**src/rtl/sync_det.sv**
```systemverilog
// sync_det: video timing receiver; recovers pixel coordinates, measures raster timing, declares lock (watchdog under SYNC_DET_TIMEOUT_EN)
module sync_det #(
  parameter int          X_BITS  = 12,
  parameter int          Y_BITS  = 12,
  parameter logic [23:0] TIMEOUT = 24'd4_000_000
)(
  input  logic              clk,
  input  logic              rst,
  input  logic              vs_in,
  input  logic              hs_in,
  input  logic              de_in,
  input  logic [15:0]       data_in,
  output logic              de_out,
  output logic [15:0]       data_out,
  output logic [X_BITS-1:0] pos_x,
  output logic [Y_BITS-1:0] pos_y,
  output logic              sof,
  output logic [X_BITS-1:0] h_total,
  output logic [X_BITS-1:0] h_act,
  output logic [Y_BITS-1:0] v_total,
  output logic [Y_BITS-1:0] v_act,
  output logic              locked
);
  typedef enum logic [1:0] {SEARCH, MEASURE, LOCKED} state_t;
  localparam int MW = 2 * X_BITS + 2 * Y_BITS;
  state_t state;
  logic vs1, vs2, hs1, hs2, de1, de2;
  logic [15:0] d1;
  logic [X_BITS-1:0] hc, ac, lt, la, px, lt_n, la_n;
  logic [Y_BITS-1:0] vc, vac, py, vc_n, vac_n;
  logic first_de, vs_rise, hs_rise, de_fall, match;
  logic [MW-1:0] meas, ref_m;
  // Edge strobes and the frame measurement as it stands including this cycle's edges
  always_comb begin
    vs_rise = vs1 & ~vs2;
    hs_rise = hs1 & ~hs2;
    de_fall = ~de1 & de2;
    lt_n    = hs_rise ? hc : lt;
    la_n    = de_fall ? ac : la;
    vc_n    = vc + Y_BITS'(hs_rise && !(&vc));
    vac_n   = vac + Y_BITS'(de_fall && !(&vac));
    meas    = {lt_n, la_n, vc_n, vac_n};
    match   = meas == ref_m;
  end
  // Two-stage input pipeline; outputs are the second stage
  always_ff @(posedge clk or posedge rst)
    if (rst) begin
      {vs1, vs2, hs1, hs2, de1, de2, de_out} <= '0;
      d1       <= '0;
      data_out <= '0;
    end else begin
      {vs1, hs1, de1} <= {vs_in, hs_in, de_in};
      {vs2, hs2, de2} <= {vs1, hs1, de1};
      d1       <= data_in;
      de_out   <= de1;
      data_out <= d1;
    end
  // Line and frame counters; all saturate instead of wrapping
  always_ff @(posedge clk or posedge rst)
    if (rst) begin
      {hc, ac, lt, la} <= '0;
      {vc, vac}        <= '0;
    end else begin
      hc  <= hs_rise ? X_BITS'(1) : (&hc ? hc : hc + 1'b1);
      ac  <= de_fall ? '0 : (de1 && !(&ac) ? ac + 1'b1 : ac);
      lt  <= lt_n;
      la  <= la_n;
      vc  <= vs_rise ? '0 : vc_n;
      vac <= vs_rise ? '0 : vac_n;
    end
  // Pixel coordinates and start-of-frame, registered alongside de_out
  always_ff @(posedge clk or posedge rst)
    if (rst) begin
      {px, pos_x}     <= '0;
      {py, pos_y}     <= '0;
      {first_de, sof} <= '0;
    end else begin
      px       <= de_fall ? '0 : (de1 ? px + 1'b1 : px);
      py       <= vs_rise ? '0 : (de_fall ? py + 1'b1 : py);
      first_de <= vs_rise | (first_de & ~de1);
      pos_x    <= de1 ? px : pos_x;
      pos_y    <= de1 ? (vs_rise ? '0 : py) : pos_y;
      sof      <= de1 && (first_de || vs_rise) && px == '0 && (vs_rise || py == '0);
    end
`ifdef SYNC_DET_TIMEOUT_EN
  logic [23:0] wd;
`else
  logic unused_timeout;
  assign unused_timeout = ^TIMEOUT;
`endif
  // Lock FSM, stepped on VS rising edges; a mismatch refreshes the reference and re-measures
  always_ff @(posedge clk or posedge rst)
    if (rst) begin
      state  <= SEARCH;
      locked <= 1'b0;
      ref_m  <= '0;
      {h_total, h_act, v_total, v_act} <= '0;
`ifdef SYNC_DET_TIMEOUT_EN
      wd     <= '0;
`endif
    end else begin
`ifdef SYNC_DET_TIMEOUT_EN
      wd <= vs_rise ? '0 : (wd == TIMEOUT ? wd : wd + 24'd1);
      if (wd == TIMEOUT && !vs_rise) begin
        state  <= SEARCH;
        locked <= 1'b0;
        ref_m  <= '0;
        {h_total, h_act, v_total, v_act} <= '0;
      end else
`endif
      if (vs_rise) begin
        if (state == SEARCH) state <= MEASURE;
        else begin
          ref_m  <= meas;
          state  <= match ? LOCKED : MEASURE;
          locked <= match;
          if (match) {h_total, h_act, v_total, v_act} <= meas;
        end
      end
    end
endmodule

```
**config.mk**
```make
export PLATFORM = sky130hd
export DESIGN_NAME = sync_det
export DESIGN_NICKNAME = d
export VERILOG_FILES = /design/src/rtl/sync_det.sv
export SDC_FILE = /design/constraint.sdc
export NUM_CORES = 1
export LEC_CHECK = 0
export CORE_AREA = 2 2 151 153
export DETAILED_ROUTE_END_ITERATION = 16
export DIE_AREA = 0 0 153 155
export HOLD_SLACK_MARGIN = 0.1
export PLACE_DENSITY = 0.75
export SKIP_CTS_REPAIR_TIMING = 1
export SLEW_MARGIN = 25
export SYNTH_ARGS = -nofsm -noshare
export SYNTH_HDL_FRONTEND = slang
export SYNTH_SLANG_ARGS = --single-unit
```
**constraint.sdc**
```tcl
create_clock -name clk -period 9.4 [get_ports clk]
set_input_delay 2.82 -clock clk [delete_from_list [all_inputs] [get_ports clk]]
set_output_delay 2.82 -clock clk [all_outputs]
set_load 0.02 [all_outputs]
```
Yosys cells after proc, flatten, opt, wreduce, memory -nomap -nowiden
Index checks and enable logic that the tools add are counted.
- $add $sub $neg: 6
- equality and inequality tests: 2
- muxes and demuxes: 15
- bitwise logic cells: 9
- reduce and logical (&&, ||, !) cells: 23
- operators with widths (kind ; count):
    $mux 12 ; 13
    $add 12x1->12 const B ; 4
    $eq 48x48->1 ; 1
    $reduce_and 12->1 ; 4
    $add 12x1->12 ; 2
    $logic_not 12->1 ; 2
    $logic_and 1x1->1 ; 6
    $reduce_bool 2->1 ; 3
    $and 1x1->1 ; 4
    $mux 2 ; 2
    $not 1->1 ; 4
    $logic_not 1->1 ; 3
    $reduce_and 3->1 ; 1
    $logic_not 2->1 ; 1
    $logic_or 1x1->1 ; 2
    $ne 2x2->1 const B ; 1
    $reduce_and 2->1 ; 1
    $or 1x1->1 ; 1
- bits in registers: 259
- output and inout bits: 91

Depth between registers and ports, before layout
- word-level depth: 7
- gate-level depth with buffers: 17
- gate-level depth less buffers: 12

Worst setup path before layout
Ideal clock, no wire load.
- path kind: reg-to-reg
- from: reg de1
- to: reg h_act[0]
- library setup time: 0.128 ns
- arrival time: 3.778 ns
- required time: 9.272 ns
- path slack: 5.495 ns
- cell stages (with the launch flop): 18
- clock period less this slack: 3.905 ns
- cell sequence: dfrtp_1 -> buf_2 -> nand2b_1 -> buf_2 -> buf_2 -> clkbuf_1 -> buf_1 -> a31oi_1 -> ha_1 -> ha_1 -> nand3_1 -> nor2_1 -> xnor2_1 -> xor2_1 -> nand4b_1 -> nor4_4 -> buf_4 -> mux2_1
- longest elaborated chain between the ends: 6
- elaborated cells on any way between the ends: 7
- classes of those cells: add/sub: 1; eq/ne: 1; mux: 1; bitwise: 2; reduce/logical: 2
- RTL lines (element ; line ; source):
    start: declaration ; 27 ; logic vs1, vs2, hs1, hs2, de1, de2;
    start signal: assignment ; 52 ; {vs1, hs1, de1} <= {vs_in, hs_in, de_in};
    $not 1->1 (*) ; 37 ; de_fall = ~de1 & de2;
    $and 1x1->1 (*) ; 37 ;
    $logic_and 1x1->1 ; 41 ; vac_n = vac + Y_BITS'(de_fall && !(&vac));
    $add 12x1->12 ; 41 ;
    $eq 48x48->1 ; 43 ; match = meas == ref_m;
    $reduce_and 3->1 (no line) ; - ;
    end signal: assignment ; 117 ; if (match) {h_total, h_act, v_total, v_act} <= meas;
    end: declaration ; 19 ; output logic [X_BITS-1:0] h_act,
Mark *: on every way between the ends. The rest lies on a longest branch, timed or not.
A chain may end at the register's enable or synchronous reset.

Worst setup path after layout
- from: reg de1
- to: reg h_act[11]
The elaborated chain is that of the path after synthesis.

==> results_dict.tcl <==
set metrics [dict create \
    outcome "completed" \
    fin_crit_ns 4.77 \
    fin_tns_setup_ns 0 \
    yosysTopAreaCell "dfrtp_1" \
    cp-start-kind "flop" \
    cts_tree "yes" \
    required_ns 9.81 \
    cts_buffers 27 \
    cts_sinks 259 \
    clk_latency_ns 0.54 \
    fill_cells 1752 \
    top_register "ref_m" \
    grt_max_degree 85 \
    drt_wl_total_mm 23.4 \
    synth_async_sr_flop_share 1.00 \
    finalSetupViolations 0 \
    syn-instance-count 994 \
    path_class "reg2reg" \
    syn-num-nets 1025 \
    p_total_w 0.00275 \
    skew_ns 0.0147 \
    ir_worst_vdd_v 0.000168 \
    drt_pass1_iterations 5 \
    grt_pass1_vias 7531 \
    reg.largest.list "ref_m (48), d1 (16), data_out (16)" \
    hold_violations 0 \
    yosys.area.top_type_share 0.585 \
    core_um2 22200 \
    initial_core_util 0.499 \
    fmax_mhz 210 \
    nets 1133 \
    ant_nets 0 \
    synth_seq_cells 259 \
    ys_seq_area_frac 0.585 \
    synth_area_um2 11100 \
    stdcell_count 1408 \
    num_rows 55 \
    first_iter_violations 593 \
    cellLeakagePower_nw 6.16 \
    p_int_w 0.00209 \
    area_growth_pct 22.0 \
    ys_top_cells_by_area "dfrtp_1 58%, o21ai_0 3.4%, nand2_1 3.2%" \
    gp_congestion 0.856 \
    largest_reg_flops 48 \
    netSwitchingPower_w 0.000662 \
    fp.dieH_um 155 \
    viasPerCell 5.30 \
    pwr-share-comb 0.101 \
    regArea_um2 6480 \
    yosysWarnings 0 \
    synth_edf_count 0 \
    cts_buffer_depth 3 \
    hold_path_class "reg2reg" \
    gr-total-overflow 0 \
    max_cap_viol_count 0 \
    port_buffers 111 \
    maxSlewViolCount 0 \
    design_area_um2 13500 \
    end_kind "flop" \
    dpl_cell_area_um2 12500 \
    cp.arrival_ns 5.17 \
    antenna_found_initial 0 \
    wl_per_cell_um 16.6 \
    power_frac_clock 0.446 \
    worstPathCellList "buf_4 -> nand2b_1 -> a31oi_1 -> ha_1 -> ha_1 -> xnor2_1 -> xnor2_1 -> a2111oi_0 -> nand4_1 -> nor4_4 -> buf_4 -> mux2_1" \
    cts_root_buf "clkbuf_16" \
    rsz0062_at_grt "no" \
    ctsHtreeMaxLevel 1 \
    crit_fanout 57 \
    fin_util 0.609 \
    synth_ff_type "dfrtp_1" \
    swShare 0.241 \
    place_inst 1358 \
    critPathMaxStageDelay_ns 0.88 \
    cp_slowest_cell "nor4_4" \
    track_usage 0.201 \
    die_w_um 153 \
    grt_pass1_wl_mm 39.2 \
    p_per_area_nw_per_um2 203 \
    multiInputGateArea_um2 4190 \
    relSlewSlack 0.367 \
    finalCritPeriodShare 0.507 \
    vias 7464 \
    drive_gt1_frac 0.0864 \
    avgSynthCellArea_um2 11.2 \
    die_area_um2 23700 \
    dp_hpwl_mm 15.5 \
    drc 0 \
    sequentialPowerShare 0.453 \
    synthDistinctLibCells 61 \
    io_pins 112 \
    clkSlewWorstSetupHoldPaths_ns 0.06 \
    worst_pin_slew_ns 0.943 \
    n_antenna_cell 0 \
]
metrics by stage:
| stage | setup slack, ns | hold WS [ns] |
|---|---|---|
| final | 4.63 | 0.349 |
| after global routing | 4.27 | 0.356 |
| after CTS | 4.59 | 0.351 |
| after detailed placement | 4.54 | 0.336 |
| after global placement | 4.56 | 0.331 |
| after floorplan | 3.17 | 0.331 |
cell usage in the layout (no fill, tap or decap), types with 12 or more instances in the layout:
| cell type | n |
|---|---|
| a21oi_1 | 23 |
| clkbuf_16 | 27 |
| clkdlybuf4s50_1 | 111 |
| dfrtp_1 | 259 |
| inv_1 | 66 |
| mux2_1 | 28 |
| mux2_2 | 29 |
| mux2i_1 | 29 |
| nand2_1 | 94 |
| nand3_1 | 45 |
| nand4_1 | 16 |
| nor2_1 | 73 |
| nor2b_1 | 19 |
| nor3_1 | 12 |
| o21ai_0 | 75 |
| xnor2_1 | 36 |
| xor2_1 | 33 |
per-layer routing:
layer	GRT usage	wire (um)	up-vias
li1	-	-	3600
met1	0.294	11000	3689
met2	0.321	11100	147
met3	0.0292	891	28
met4	0.0481	401	0
met5	0	0	-
power by group through the flow:
stage / Clock, W / Sequential [W] / Combinational (W)
after floorplan: 0 / 0.00125 / 0.000191
after global placement: 0 / 0.00126 / 0.000271
after detailed placement: 0 / 0.00126 / 0.000279
after CTS: 0.00125 / 0.00125 / 0.000282
after global routing: 0.00129 / 0.00126 / 0.000314
final: 0.00123 / 0.00125 / 0.000279
kinds of logic after synthesis:
logic type               synth area share
adder cells (fa/ha/maj)            0.0113
AO/OA/AOI/OAI                      0.0797
buffers and inverters              0.0394
flip-flops                          0.585
multiplexers                       0.0841
XOR/XNOR                           0.0648
AND/OR/NAND/NOR                     0.136
final timing paths:
kind	startpoint	endpoint	slack, ns	cells past startpoint
max in group asynchronous	rst	px[4]	5.26	3
setup / recovery	de1	h_act[11]	4.63	12
hold / removal	d1[15]	data_out[15]	0.35	0
min in group asynchronous	rst	v_act[10]	2.78	2
setup reg to reg	de1	h_act[11]	4.63	12
hold reg to reg	d1[15]	data_out[15]	0.35	0
worst max-delay path, delay by kind of cell, from the launching register on:
| family | cells | cell delay (ns) |
|---|---|---|
| simple gates | 3 | 1.34 |
| buf+inv | 2 | 1.11 |
| xor+xnor | 2 | 0.52 |
| compound gates | 2 | 0.47 |
| fa+ha+maj | 2 | 0.44 |
| mux | 1 | 0.39 |
| flops | 1 | 0.33 |
cell usage after synthesis, drive strengths merged (7+ instances only):
cell type,instances
a21oi,23
nor2,73
clkbuf,30
buf,13
nand3,45
ha,10
xor2,33
nand4,16
mux2i,29
o21ai,77
dfrtp,259
mux2,57
nand2b,7
xnor2,36
nor4,8
nor3,13
inv,67
nor2b,21
nand2,94
final cells by class:
cell class	instances	share of cell area
clock inverter	14	0.0184
inverter	67	0.0189
timing repair buffer	122	0.0885
sequential	259	0.479
multi-input combinational	625	0.310
clock buffer	36	0.0591
tap	285	0.0264
No activity file was read; power rests on OpenSTA's default activity.
